## src/rtl/pc_branch_predict_pkg.sv

```systemverilog
`default_nettype none
// ---------------------------------------------------------------------------
// Module : pc_branch_predict_pkg
// Desc   : Shared types, encodings and counter helpers for the next-PC unit.
// Rev    : 1.0  initial release
// ---------------------------------------------------------------------------
package pc_branch_predict_pkg;

  typedef enum logic [1:0] {
    SEL_SEQ  = 2'b00,
    SEL_JIMM = 2'b01,
    SEL_JREG = 2'b10,
    SEL_BR   = 2'b11
  } next_sel_t;

  localparam logic [1:0] BR_NONE  = 2'b00;
  localparam logic [1:0] BR_BEQ   = 2'b01;
  localparam logic [1:0] BR_BLT   = 2'b10;
  localparam logic [1:0] BR_RSVD  = 2'b11;

  localparam logic [1:0] JMP_NONE = 2'b00;
  localparam logic [1:0] JMP_IMM  = 2'b01;
  localparam logic [1:0] JMP_REG  = 2'b10;
  localparam logic [1:0] JMP_RSVD = 2'b11;

  localparam logic [1:0] BHT_RESET    = 2'b01;
  localparam logic [1:0] BHT_STRONG_T = 2'b11;

  // Counter write-port operations
  localparam logic [1:0] CNT_HOLD = 2'b00;
  localparam logic [1:0] CNT_INC  = 2'b01;
  localparam logic [1:0] CNT_DEC  = 2'b10;
  localparam logic [1:0] CNT_SET  = 2'b11;

  function automatic logic [1:0] sat_inc2(input logic [1:0] c);
    return (c == 2'b11) ? c : c + 2'b01;
  endfunction

  function automatic logic [1:0] sat_dec2(input logic [1:0] c);
    return (c == 2'b00) ? c : c - 2'b01;
  endfunction

endpackage
`default_nettype wire

```

## src/rtl/pc_branch_predict_if.sv

```systemverilog
`default_nettype none
// ---------------------------------------------------------------------------
// Module : pc_branch_predict_if
// Desc   : Fetch-side and EX-side signals of the next-PC unit.
// Rev    : 1.0  initial release
// ---------------------------------------------------------------------------
interface pc_branch_predict_if #(
  parameter int ADDR_W = 32,
  parameter int CNT_W  = 16
);
  logic              stall;
  logic [ADDR_W-1:0] pc_o;
  logic              pred_taken_o;
  logic [ADDR_W-1:0] pred_target_o;

  logic              ex_valid;
  logic [ADDR_W-1:0] ex_pc;
  logic [1:0]        BranchSel;
  logic              eq;
  logic              blt;
  logic [1:0]        JMPSel;
  logic [ADDR_W-1:0] ex_target;
  logic [ADDR_W-1:0] ex_reg_target;
  logic              ex_pred_taken;
  logic [ADDR_W-1:0] ex_pred_target;

  logic [1:0]        NextInstrSel_o;
  logic              flush_o;
  logic [CNT_W-1:0]  mispred_cnt_o;

  modport master (
    output stall, ex_valid, ex_pc, BranchSel, eq, blt, JMPSel,
           ex_target, ex_reg_target, ex_pred_taken, ex_pred_target,
    input  pc_o, pred_taken_o, pred_target_o, NextInstrSel_o, flush_o, mispred_cnt_o
  );

  modport slave (
    input  stall, ex_valid, ex_pc, BranchSel, eq, blt, JMPSel,
           ex_target, ex_reg_target, ex_pred_taken, ex_pred_target,
    output pc_o, pred_taken_o, pred_target_o, NextInstrSel_o, flush_o, mispred_cnt_o
  );
endinterface
`default_nettype wire

```

## src/rtl/pc_branch_predict_pred_table.sv

```systemverilog
`default_nettype none
// ---------------------------------------------------------------------------
// Module : pc_branch_predict_pred_table
// Desc   : 2-bit BHT plus tagged direct-mapped BTB; one fetch read, one EX write.
// Rev    : 1.0  initial release
// ---------------------------------------------------------------------------
module pc_branch_predict_pred_table
  import pc_branch_predict_pkg::*;
#(
  parameter int ADDR_W = 32,
  parameter int IDX_W  = 4,
  parameter int TAG_W  = ADDR_W - IDX_W - 2
) (
  input  wire logic              clk,
  input  wire logic              rst,
  input  wire logic [IDX_W-1:0]  i_rd_idx,
  output logic [1:0]             o_rd_cnt,
  output logic                   o_rd_valid,
  output logic [TAG_W-1:0]       o_rd_tag,
  output logic [ADDR_W-1:0]      o_rd_tgt,
  input  wire logic [IDX_W-1:0]  i_wr_idx,
  input  wire logic [1:0]        i_cnt_op,
  input  wire logic              i_btb_we,
  input  wire logic [TAG_W-1:0]  i_wr_tag,
  input  wire logic [ADDR_W-1:0] i_wr_tgt
);

  localparam int NENT = 1 << IDX_W;

  logic [1:0]        r_bht   [NENT];
  logic [NENT-1:0]   r_valid;
  logic [TAG_W-1:0]  r_tag   [NENT];
  logic [ADDR_W-1:0] r_tgt   [NENT];

  // Reads come straight off the registers, so a same-cycle write is not visible
  assign o_rd_cnt   = r_bht[i_rd_idx];
  assign o_rd_valid = r_valid[i_rd_idx];
  assign o_rd_tag   = r_tag[i_rd_idx];
  assign o_rd_tgt   = r_tgt[i_rd_idx];

  always_ff @(posedge clk or posedge rst) begin
    if (rst) begin
      for (int i = 0; i < NENT; i++) begin
        r_bht[i] <= BHT_RESET;
      end
      r_valid <= '0;
    end else begin
      case (i_cnt_op)
        CNT_INC: r_bht[i_wr_idx] <= sat_inc2(r_bht[i_wr_idx]);
        CNT_DEC: r_bht[i_wr_idx] <= sat_dec2(r_bht[i_wr_idx]);
        CNT_SET: r_bht[i_wr_idx] <= BHT_STRONG_T;
        default: ;
      endcase
      if (i_btb_we) begin
        r_valid[i_wr_idx] <= 1'b1;
      end
    end
  end

  always_ff @(posedge clk) begin
    if (i_btb_we) begin
      r_tag[i_wr_idx] <= i_wr_tag;
      r_tgt[i_wr_idx] <= i_wr_tgt;
    end
  end

endmodule
`default_nettype wire

```

## src/rtl/pc_branch_predict.sv

```systemverilog
`default_nettype none
// ---------------------------------------------------------------------------
// Module : pc_branch_predict
// Desc   : Fetch PC register with BHT/BTB prediction and EX-stage resolution.
// Rev    : 1.0  initial release
// ---------------------------------------------------------------------------
module pc_branch_predict
  import pc_branch_predict_pkg::*;
#(
  parameter int                ADDR_W   = 32,
  parameter int                IDX_W    = 4,
  parameter logic [ADDR_W-1:0] RESET_PC = '0,
  parameter int                CNT_W    = 16
) (
  input  wire logic          clk,
  input  wire logic          rst,
  pc_branch_predict_if.slave bus
);

  localparam int TAG_W = ADDR_W - IDX_W - 2;

  logic [ADDR_W-1:0] r_pc;
  logic [CNT_W-1:0]  r_mis_cnt;

  logic              w_taken;
  next_sel_t         w_sel;
  logic [ADDR_W-1:0] w_actual_tgt;
  logic              w_mispredict;
  logic              w_is_br;
  logic              w_is_jump;
  logic [1:0]        w_cnt_op;
  logic              w_btb_we;

  logic [1:0]        w_rd_cnt;
  logic              w_rd_valid;
  logic [TAG_W-1:0]  w_rd_tag;
  logic [ADDR_W-1:0] w_rd_tgt;
  logic              w_hit;
  logic              w_pred_taken;
  logic [ADDR_W-1:0] w_pred_target;
  logic [ADDR_W-1:0] w_pc_seq;
  logic [ADDR_W-1:0] w_pc_next;

  // EX-stage resolution: a non-zero BranchSel masks any jump encoding
  always_comb begin
    w_taken   = 1'b0;
    w_sel     = SEL_SEQ;
    w_is_br   = 1'b0;
    w_is_jump = 1'b0;
    if (bus.ex_valid) begin
      if (bus.BranchSel != BR_NONE) begin
        w_is_br = (bus.BranchSel == BR_BEQ) || (bus.BranchSel == BR_BLT);
        w_taken = ((bus.BranchSel == BR_BEQ) && bus.eq) ||
                  ((bus.BranchSel == BR_BLT) && bus.blt);
        w_sel   = w_taken ? SEL_BR : SEL_SEQ;
      end else if (bus.JMPSel == JMP_IMM) begin
        w_taken   = 1'b1;
        w_is_jump = 1'b1;
        w_sel     = SEL_JIMM;
      end else if (bus.JMPSel == JMP_REG) begin
        w_taken   = 1'b1;
        w_is_jump = 1'b1;
        w_sel     = SEL_JREG;
      end
    end
  end

  assign w_actual_tgt = (w_sel == SEL_JREG) ? bus.ex_reg_target : bus.ex_target;
  assign w_mispredict = bus.ex_valid &&
                        ((w_taken != bus.ex_pred_taken) ||
                         (w_taken && (bus.ex_pred_target != w_actual_tgt)));

  always_comb begin
    w_cnt_op = CNT_HOLD;
    if (w_is_br) begin
      w_cnt_op = w_taken ? CNT_INC : CNT_DEC;
    end else if (w_is_jump) begin
      w_cnt_op = CNT_SET;
    end
  end

  assign w_btb_we = w_taken;

  pc_branch_predict_pred_table #(
    .ADDR_W (ADDR_W),
    .IDX_W  (IDX_W),
    .TAG_W  (TAG_W)
  ) u_table (
    .clk        (clk),
    .rst        (rst),
    .i_rd_idx   (r_pc[IDX_W+1:2]),
    .o_rd_cnt   (w_rd_cnt),
    .o_rd_valid (w_rd_valid),
    .o_rd_tag   (w_rd_tag),
    .o_rd_tgt   (w_rd_tgt),
    .i_wr_idx   (bus.ex_pc[IDX_W+1:2]),
    .i_cnt_op   (w_cnt_op),
    .i_btb_we   (w_btb_we),
    .i_wr_tag   (bus.ex_pc[ADDR_W-1:IDX_W+2]),
    .i_wr_tgt   (w_actual_tgt)
  );

  assign w_pc_seq      = r_pc + ADDR_W'(4);
  assign w_hit         = w_rd_valid && (w_rd_tag == r_pc[ADDR_W-1:IDX_W+2]);
  assign w_pred_taken  = w_hit && w_rd_cnt[1];
  assign w_pred_target = w_hit ? w_rd_tgt : w_pc_seq;

  // A redirect overrides stall so the younger wrong-path fetch is never kept
  always_comb begin
    w_pc_next = r_pc;
    if (w_mispredict) begin
      w_pc_next = w_taken ? w_actual_tgt : bus.ex_pc + ADDR_W'(4);
    end else if (!bus.stall) begin
      w_pc_next = w_pred_taken ? w_pred_target : w_pc_seq;
    end
  end

  always_ff @(posedge clk or posedge rst) begin
    if (rst) begin
      r_pc      <= RESET_PC;
      r_mis_cnt <= '0;
    end else begin
      r_pc <= w_pc_next;
      if (w_mispredict && (r_mis_cnt != {CNT_W{1'b1}})) begin
        r_mis_cnt <= r_mis_cnt + CNT_W'(1);
      end
    end
  end

  assign bus.pc_o           = r_pc;
  assign bus.pred_taken_o   = w_pred_taken;
  assign bus.pred_target_o  = w_pred_target;
  assign bus.NextInstrSel_o = w_sel;
  assign bus.flush_o        = w_mispredict && !rst;
  assign bus.mispred_cnt_o  = r_mis_cnt;

endmodule
`default_nettype wire

```

## src/flat_wrapper.sv

```systemverilog
// flat-port wrapper written by rule: the top's interface ports become plain ports
module pc_branch_predict_flat import pc_branch_predict_pkg::*;
#(
  parameter int                ADDR_W   = 32,
  parameter int                IDX_W    = 4,
  parameter logic [ADDR_W-1:0] RESET_PC = '0,
  parameter int                CNT_W    = 16
)
  (clk, rst, bus_stall, bus_ex_valid, bus_ex_pc, bus_BranchSel, bus_eq, bus_blt, bus_JMPSel, bus_ex_target, bus_ex_reg_target, bus_ex_pred_taken, bus_ex_pred_target, bus_pc_o, bus_pred_taken_o, bus_pred_target_o, bus_NextInstrSel_o, bus_flush_o, bus_mispred_cnt_o);
  pc_branch_predict_if #(.ADDR_W(ADDR_W), .CNT_W(CNT_W)) bus_i ();
  input  wire logic clk;
  input  wire logic rst;
  input wire logic [$bits(bus_i.stall)-1:0] bus_stall;
  input wire logic [$bits(bus_i.ex_valid)-1:0] bus_ex_valid;
  input wire logic [$bits(bus_i.ex_pc)-1:0] bus_ex_pc;
  input wire logic [$bits(bus_i.BranchSel)-1:0] bus_BranchSel;
  input wire logic [$bits(bus_i.eq)-1:0] bus_eq;
  input wire logic [$bits(bus_i.blt)-1:0] bus_blt;
  input wire logic [$bits(bus_i.JMPSel)-1:0] bus_JMPSel;
  input wire logic [$bits(bus_i.ex_target)-1:0] bus_ex_target;
  input wire logic [$bits(bus_i.ex_reg_target)-1:0] bus_ex_reg_target;
  input wire logic [$bits(bus_i.ex_pred_taken)-1:0] bus_ex_pred_taken;
  input wire logic [$bits(bus_i.ex_pred_target)-1:0] bus_ex_pred_target;
  output wire logic [$bits(bus_i.pc_o)-1:0] bus_pc_o;
  output wire logic [$bits(bus_i.pred_taken_o)-1:0] bus_pred_taken_o;
  output wire logic [$bits(bus_i.pred_target_o)-1:0] bus_pred_target_o;
  output wire logic [$bits(bus_i.NextInstrSel_o)-1:0] bus_NextInstrSel_o;
  output wire logic [$bits(bus_i.flush_o)-1:0] bus_flush_o;
  output wire logic [$bits(bus_i.mispred_cnt_o)-1:0] bus_mispred_cnt_o;
  assign bus_i.stall = bus_stall;
  assign bus_i.ex_valid = bus_ex_valid;
  assign bus_i.ex_pc = bus_ex_pc;
  assign bus_i.BranchSel = bus_BranchSel;
  assign bus_i.eq = bus_eq;
  assign bus_i.blt = bus_blt;
  assign bus_i.JMPSel = bus_JMPSel;
  assign bus_i.ex_target = bus_ex_target;
  assign bus_i.ex_reg_target = bus_ex_reg_target;
  assign bus_i.ex_pred_taken = bus_ex_pred_taken;
  assign bus_i.ex_pred_target = bus_ex_pred_target;
  assign bus_pc_o = bus_i.pc_o;
  assign bus_pred_taken_o = bus_i.pred_taken_o;
  assign bus_pred_target_o = bus_i.pred_target_o;
  assign bus_NextInstrSel_o = bus_i.NextInstrSel_o;
  assign bus_flush_o = bus_i.flush_o;
  assign bus_mispred_cnt_o = bus_i.mispred_cnt_o;
  pc_branch_predict #(.ADDR_W(ADDR_W), .IDX_W(IDX_W), .RESET_PC(RESET_PC), .CNT_W(CNT_W)) u_core (.clk(clk), .rst(rst), .bus(bus_i));
endmodule
```

## config.mk

```make
export PLATFORM = sky130hd
export DESIGN_NAME = pc_branch_predict_flat
export DESIGN_NICKNAME = d
export VERILOG_FILES = /design/src/rtl/pc_branch_predict_pkg.sv /design/src/rtl/pc_branch_predict_if.sv /design/src/rtl/pc_branch_predict_pred_table.sv /design/src/rtl/pc_branch_predict.sv /design/src/flat_wrapper.sv
export SDC_FILE = /design/constraint.sdc
export NUM_CORES = 1
export LEC_CHECK = 0
export CORE_MARGIN = 1.5
export CORE_UTILIZATION = 24
export CTS_CLUSTER_SIZE = 12
export DETAILED_ROUTE_END_ITERATION = 7
export SETUP_SLACK_MARGIN = 0.3
export SYNTH_ARGS = -nofsm -noshare
export SYNTH_HDL_FRONTEND = slang
export SYNTH_SLANG_ARGS = --single-unit
export TNS_END_PERCENT = 5
```

## constraint.sdc

```tcl
create_clock -name clk -period 4.1 [get_ports clk]
set_input_delay 0.615 -clock clk [delete_from_list [all_inputs] [get_ports clk]]
set_output_delay 0.615 -clock clk [all_outputs]
set_load 0.02 [all_outputs]
```

; ---- Yosys cells after proc, flatten, opt, wreduce, memory -nomap -nowiden
; Memory sizes are Yosys's and may differ from the RTL's.
; Cells that the tools add are included.
[word_totals]
ramBits = 928
reg_bits = 96
n_memories = 2
output_inout_bits = 84
word_cells = 108
[mem_list]
columns = memory, depth, word_bits, read_ports, rd_ports_with_merged_regs, wr, line
row1 = u_core.u_table.r_tgt, 16, 32, 1, 0, 1, pc_branch_predict_pred_table.sv:33  ; logic [ADDR_W-1:0] r_tgt [NENT];
row2 = u_core.u_table.r_tag, 16, 26, 1, 0, 1, pc_branch_predict_pred_table.sv:32  ; logic [TAG_W-1:0] r_tag [NENT];
[classes]
n_reduce_logical = 17
n_bitwise = 4
muxes = 41
magnitude_cmp = 6
n_eq_ne = 14
n_addsub = 5
[op_table]
columns = operator, n
row1 = 32-bit 2-to-1 mux, 6
row2 = 32-bit case mux with 3 select lines, 1
row3 = "32-bit by 3-bit adder with 32-bit output, second input constant", 2
row4 = 32-bit bitwise mux, 2
row5 = 32-bit inequality test, 1
row6 = 32-bit bitwise OR, 1
row7 = 2-bit 2-to-1 mux, 15
row8 = 26-bit == test, 1
row9 = "16-bit by 1-bit adder with 16-bit output, second input constant", 1
row10 = 2-bit binary-select mux with 4-bit select, 2
row11 = "16-bit inequality test, second input constant", 1
row12 = 16-bit bitwise OR, 1
row13 = "2-bit == test, second input constant", 6
row14 = 1-bit 2-to-1 mux, 12
row15 = "5-bit >= comparator, second input constant", 2
row16 = 1-bit logical AND, 10
row17 = "4-bit by 5-bit less-than comparator with 1-bit output, second input constant", 2
row18 = 4-bit inverter with 5-bit output, 2
row19 = 2-bit demux with 4-bit select, 1
row20 = "2-bit by 1-bit == test with 1-bit output, second input constant", 3
row21 = "5-bit by 1-bit less-than comparator with 1-bit output, second input constant", 1
row22 = 1-bit binary-select mux with 4-bit select, 1
row23 = 1-bit demux with 4-bit select, 1
row24 = "4-bit by 1-bit >= comparator with 1-bit output, second input constant", 1
row25 = other kinds (9), 11

; ---- Longest topological paths before layout
[logic_depth]
ltp_word = 13
mapped_depth = 17

; ---- By module
; Synthesis repeated with hierarchy kept, for this count alone.
[hier_totals]
hier_cells = 2444
area_unflattened_um2 = 43920.9
[by_module_without_submodules]
columns = module, seq_area_each_um2, cells_each, instances, area_each_um2
row1 = pc_branch_predict_pred_table, 29087.9, 1560, 1, 37644.9
row2 = pc_branch_predict, 1201.2, 884, 1, 6276.0

; ---- Worst setup path before layout
; Ideal clock, no wire load.
[synth_timing]
path_kind = input -> register
start = input port bus_BranchSel[0]
end = memory u_core.u_table.r_tag[0][0] (netlist name), enable pin
n_path_buf = 3
arrival_ns = 4.300
path_slack_ns = -0.680
stages = 8
setup_ns = 0.481
cell_sequence = inv_1 ha_1 clkbuf_1 a221o_1 nand3_1 clkbuf_1 clkbuf_1 nor2b_1
[synth_between]
elab_chain_len = 7
elab_cells_between_ends = 10
[synth_rtl]
columns = element, line
row1 = "start, declared", flat_wrapper.sv:16  ; input wire logic [$bits(bus_i.BranchSel)-1:0] bus_BranchSel;
row2 = 2-bit by 1-bit == test with 1-bit output or 2-bit == test (tied branches), "pc_branch_predict.sv:53, pc_branch_predict.sv:54"
row3 = "1-bit logical AND, on equally long branches", "pc_branch_predict.sv:53, pc_branch_predict.sv:54"
row4 = 1-bit logical OR, pc_branch_predict.sv:53  ; w_taken = ((bus.BranchSel == BR_BEQ) && bus.eq) ||
row5 = 1-bit 2-to-1 mux *, pc_branch_predict.sv:51  ; if (bus.BranchSel != BR_NONE) begin
row6 = 1-bit 2-to-1 mux *, pc_branch_predict.sv:50  ; if (bus.ex_valid) begin
row7 = 1-bit 2-to-1 mux *, pc_branch_predict_pred_table.sv:61  ; if (i_btb_we) begin
row8 = 1-bit 2-to-1 mux (not written as such) *, pc_branch_predict_pred_table.sv:62  ; r_tag[i_wr_idx] <= i_wr_tag;
row9 = "end, declared", pc_branch_predict_pred_table.sv:32
; Every way passes the cells marked *; elsewhere a longest branch is shown, timed or not.

; ---- Final worst setup path
[layout_timing]
start = register u_core.r_pc[2] (netlist: u_core.bus.pc_o[2])
end = output port bus_pred_target_o[3]
[layout_between]
elab_chain_len = 4
elab_cells_between_ends = 8
[layout_rtl]
columns = element, line
row1 = "start, declared", pc_branch_predict.sv:22  ; logic [ADDR_W-1:0] r_pc;
row2 = "start signal, assigned", pc_branch_predict.sv:123  ; r_pc <= w_pc_next;
row3 = memory 16 x 26 bit or 1-bit binary-select mux with 4-bit select (tied branches), --
row4 = 26-bit == test or 1-bit 2-to-1 mux (tied branches), "pc_branch_predict.sv:104, pc_branch_predict_pred_table.sv:37"
row5 = 1-bit logical AND, pc_branch_predict.sv:104  ; assign w_hit = w_rd_valid && (w_rd_tag == r_pc[ADDR_W-1:IDX_W+2]);
row6 = 32-bit 2-to-1 mux *, pc_branch_predict.sv:106  ; assign w_pred_target = w_hit ? w_rd_tgt : w_pc_seq;
row7 = "end, declared", flat_wrapper.sv:26  ; output wire logic [$bits(bus_i.pred_target_o)-1:0] bus_pred_target_o;
; Every way passes the cells marked *; elsewhere a longest branch is shown, timed or not. The select of a mux whose other input is x is not followed.

==> run_results.csv <==
group,metric,value,unit
run_status,status,"finished with violations",
run_status,violations,"setup timing",
synth,synth_cell_types,67,
layout,finish.net_count,3133,
drt,vias,25694,
global_route,grt_overflow,0,
worst_setup_path,ff2ff_setup_slack,-0.15,ns
clocking,root_buffer,"clkbuf_16",
placed_design,pre_cts_ws,-0.5932,ns
worst_setup_path,arrival,4.41,ns
synth,ys_async_sr_fraction,9.375,%
clocking,clk_path_buf_depth,3,
timing,hold_viol,0,
placed_design,dp_hpwl,96850,µm
layout,layout_commonest_cell,"edfxtp_1",
layout,finish.utilization,30.50,%
layout,regArea,30300,µm²
synth,synthesis.area,43520,µm²
run,maxCapViolCount,0,
floorplan,core_area,180400,µm²
layout,synthToLayoutAreaGrowth,26.40,%
global_route,grt_pass1_vias,25992,
timing,fmax,0.1989,GHz
synth,synth-seq-cells,1024,
worst_setup_path,start_kind,"flop",
drt,drc_errors,0,
floorplan,die_h,428.8,µm
clocking,cts.reportedPaths.clkPinSlew,0.06,ns
worst_setup_path,r2r-start,"u_core.bus.pc_o[2]",
timing,clock_skew,0.05955,ns
drt,avgViaCountPerCell,4.731,
timing,final-setup-viol-count,35,
clocking,worst_skew_pair.late_latency,0.73,ns
timing,slew_viol_final,0,
hold_path,holdCritPathClass,"input pin to asynchronous set/reset pin",
worst_setup_path,regToRegEndpoint,"u_core.bus.pc_o[4]",
clocking,cts_tree,"done",
clocking,holdBufCountCts,0,
timing,finalWorstSetupSlack,-0.9275,ns
synth,avgSynthCellArea,17.85,µm²
timing,slew_headroom,18.35,%
drt,drtPass1Iterations,7,
worst_setup_path,cp_max_fo,8,
global_route,grt_first_pass_wirelength,198800,µm
clocking,cts.sinks,1024,
layout,fillers,17643,
floorplan,fp-row-count,156,
clocking,htree_levels,3,
power_and_ir_drop,finalPower,27.92,mW
layout,multi_input_area,12790,µm²
worst_setup_path,r2r_cells,19,
layout,final_cell_mix,"edfxtp_1, buf_4, mux4_2",
power_and_ir_drop,cellLeakagePower,18.64,nW
timing,tightest_slew,1.220,ns
worst_setup_path,worstSetupPathType,"flop to primary output",
global_route,grt_max_degree,99,
synth,synth_edf_count,928,
clocking,numCtsBuffers,103,
worst_setup_path,endpoint_kind,"primary output",
drt,wl_per_cell,26.20,µm
floorplan,pin_count,223,
worst_setup_path,crit_required,3.48,ns
placed_design,gp_congestion,0.8924,
power_and_ir_drop,powerDensity,507.5,nW/µm²
timing,whs,0.4447,ns
timing,grt_setup_unrepaired,"true",
synth,ys.flop_type,"edfxtp_1",
global_route,grt.total_usage,15.14,%
timing,finalCritPeriodShare,122.6,%
placed_design,port_buffers,222,
timing,period_needed,5.027,ns
synth,yosys_warnings,0,
synth,syn_inst,2438,
drt,totalWireLength,142300,µm
floorplan,die_area,183900,µm²
drt,ant_nets,0,
worst_setup_path,crit_path_start,"u_core.bus.pc_o[2]",
drt,drt_iter0_markers,2786,
layout,drive_gt1_share,29.61,%
floorplan,initial_core_util,24.13,%
synth,synth.yosys.seq_area_share,69.60,%
floorplan,die_x,428.8,µm
synth,synth_nets,2588,
global_route,antenna_found_initial,8,
power_and_ir_drop,peakVddDrop,0.3565,mV
==> cell families after synthesis <==
kind of cell | after synthesis | share of synthesized area, %
xor+xnor | 121 | 2.435
fa+ha+maj | 11 | 0.3163
buf+inv | 193 | 2.027
flops | 1024 | 69.60
mux | 438 | 16.92
compound gates | 283 | 4.221
simple gates | 368 | 4.479
==> cells in the mapped netlist, drive strengths merged (8+ instances only) <==
cell,n,area (µm²)
edfxtp,928,27870
mux4,234,5270
mux2i,162,1622
a21oi,115,575.6
dfrtp,80,2002
buf,78,449.2
xnor2,78,683.2
nand2,72,270.3
nor2,70,265.3
clkbuf,69,260.2
inv,46,172.7
nand3,44,220.2
xor2,43,376.6
mux2,42,473.0
a22oi,40,300.3
o21ai,32,160.2
nand4,28,175.2
nor2b,26,162.7
and2,25,156.4
and3,24,150.1
a211oi,19,142.6
a221oi,19,178.9
or2,17,106.4
dfstp,16,420.4
nor4,15,123.9
a22o,12,105.1
nor3,12,60.06
ha,11,137.6
or3,11,68.82
and4,8,70.07
==> sequential cells by signal (all words and copies together) (netlist names), named ones only <==
signal,flops
u_core.bus.mispred_cnt_o,16
u_core.bus.pc_o,32
u_core.u_table.r_tag,416
u_core.u_table.r_tgt,512
u_core.u_table.r_valid,16
==> critical path, stage by stage, from the launching register on <==
cell and delay [ns]:
dfrtp_4 0.47, buf_6 0.14, buf_12 0.14, buf_6 0.17, buf_4 0.13, mux4_2 0.50, mux2i_2 0.20, xnor2_1 0.09
o21ai_1 0.21, o311a_1 0.25, o2111ai_2 0.16, nor4_4 0.23, buf_12 0.16, buf_16 0.15, buf_16 0.16, mux2_4 0.36
buf_6 0.15
==> through the flow <==
step           instance area [µm²]  std cells  setup TNS, ns
2_1_floorplan                43520       2438        -506.20
3_3_place_gp                 51180       5221         -33.21
3_5_place_dp                 51180       5221         -31.24
4_1_cts                      54660       5409         -30.28
5_1_grt                      55010       5431         -31.78
6_report                     55010       5431         -28.64
==> how the worst max path moves through the flow <==
stage	end	cells after the start
floorplan	u_core.u_table.r_tag[0][0]	8
global placement	bus_flush_o	13
detailed placement	u_core.bus.mispred_cnt_o[15]	16
CTS	bus_pred_target_o[14]	15
global route	bus_pred_target_o[3]	15
finish	bus_pred_target_o[3]	16
==> final cells by class <==
type,count,share of cell area (%)
flip-flops and latches,1024,55.08
multi-input cells,1221,23.25
repair buffers,587,10.21
well taps,2370,5.391
clock buffers,151,5.088
clock inverters,27,0.6323
inverters,46,0.3230
diodes,5,0.02274
==> layer usage <==
metal  up-vias  wire length [µm]  part of all wire (%)  GRT usage [%]
li1      10876                 -                     -              -
met1     13623             53840                    38          18.09
met2       938             71300                    50          25.90
met3       253              7787                   5.5          1.951
met4         4              9348                   6.6          9.334
met5         -                27                 0.019              0
==> power by group <==
| part | leakage [nW] | internal (mW) | switching [mW] |
|---|---|---|---|
| sequential | 9.47 | 11.8 | 0.338 |
| clock | 1.50 | 4.94 | 4.02 |
| combinational | 7.67 | 3.11 | 3.71 |
| total | 18.6 | 19.8 | 8.07 |
==> repair_timing <==
action | CTS | global route
gates cloned | 2 | 0
endpoints found under the setup margin | 76 | 82
setup buffers | 8 | 17
pin swaps | 6 | 18
gates resized for setup | 157 | 53
No activity file was read; power rests on OpenSTA's default activity.
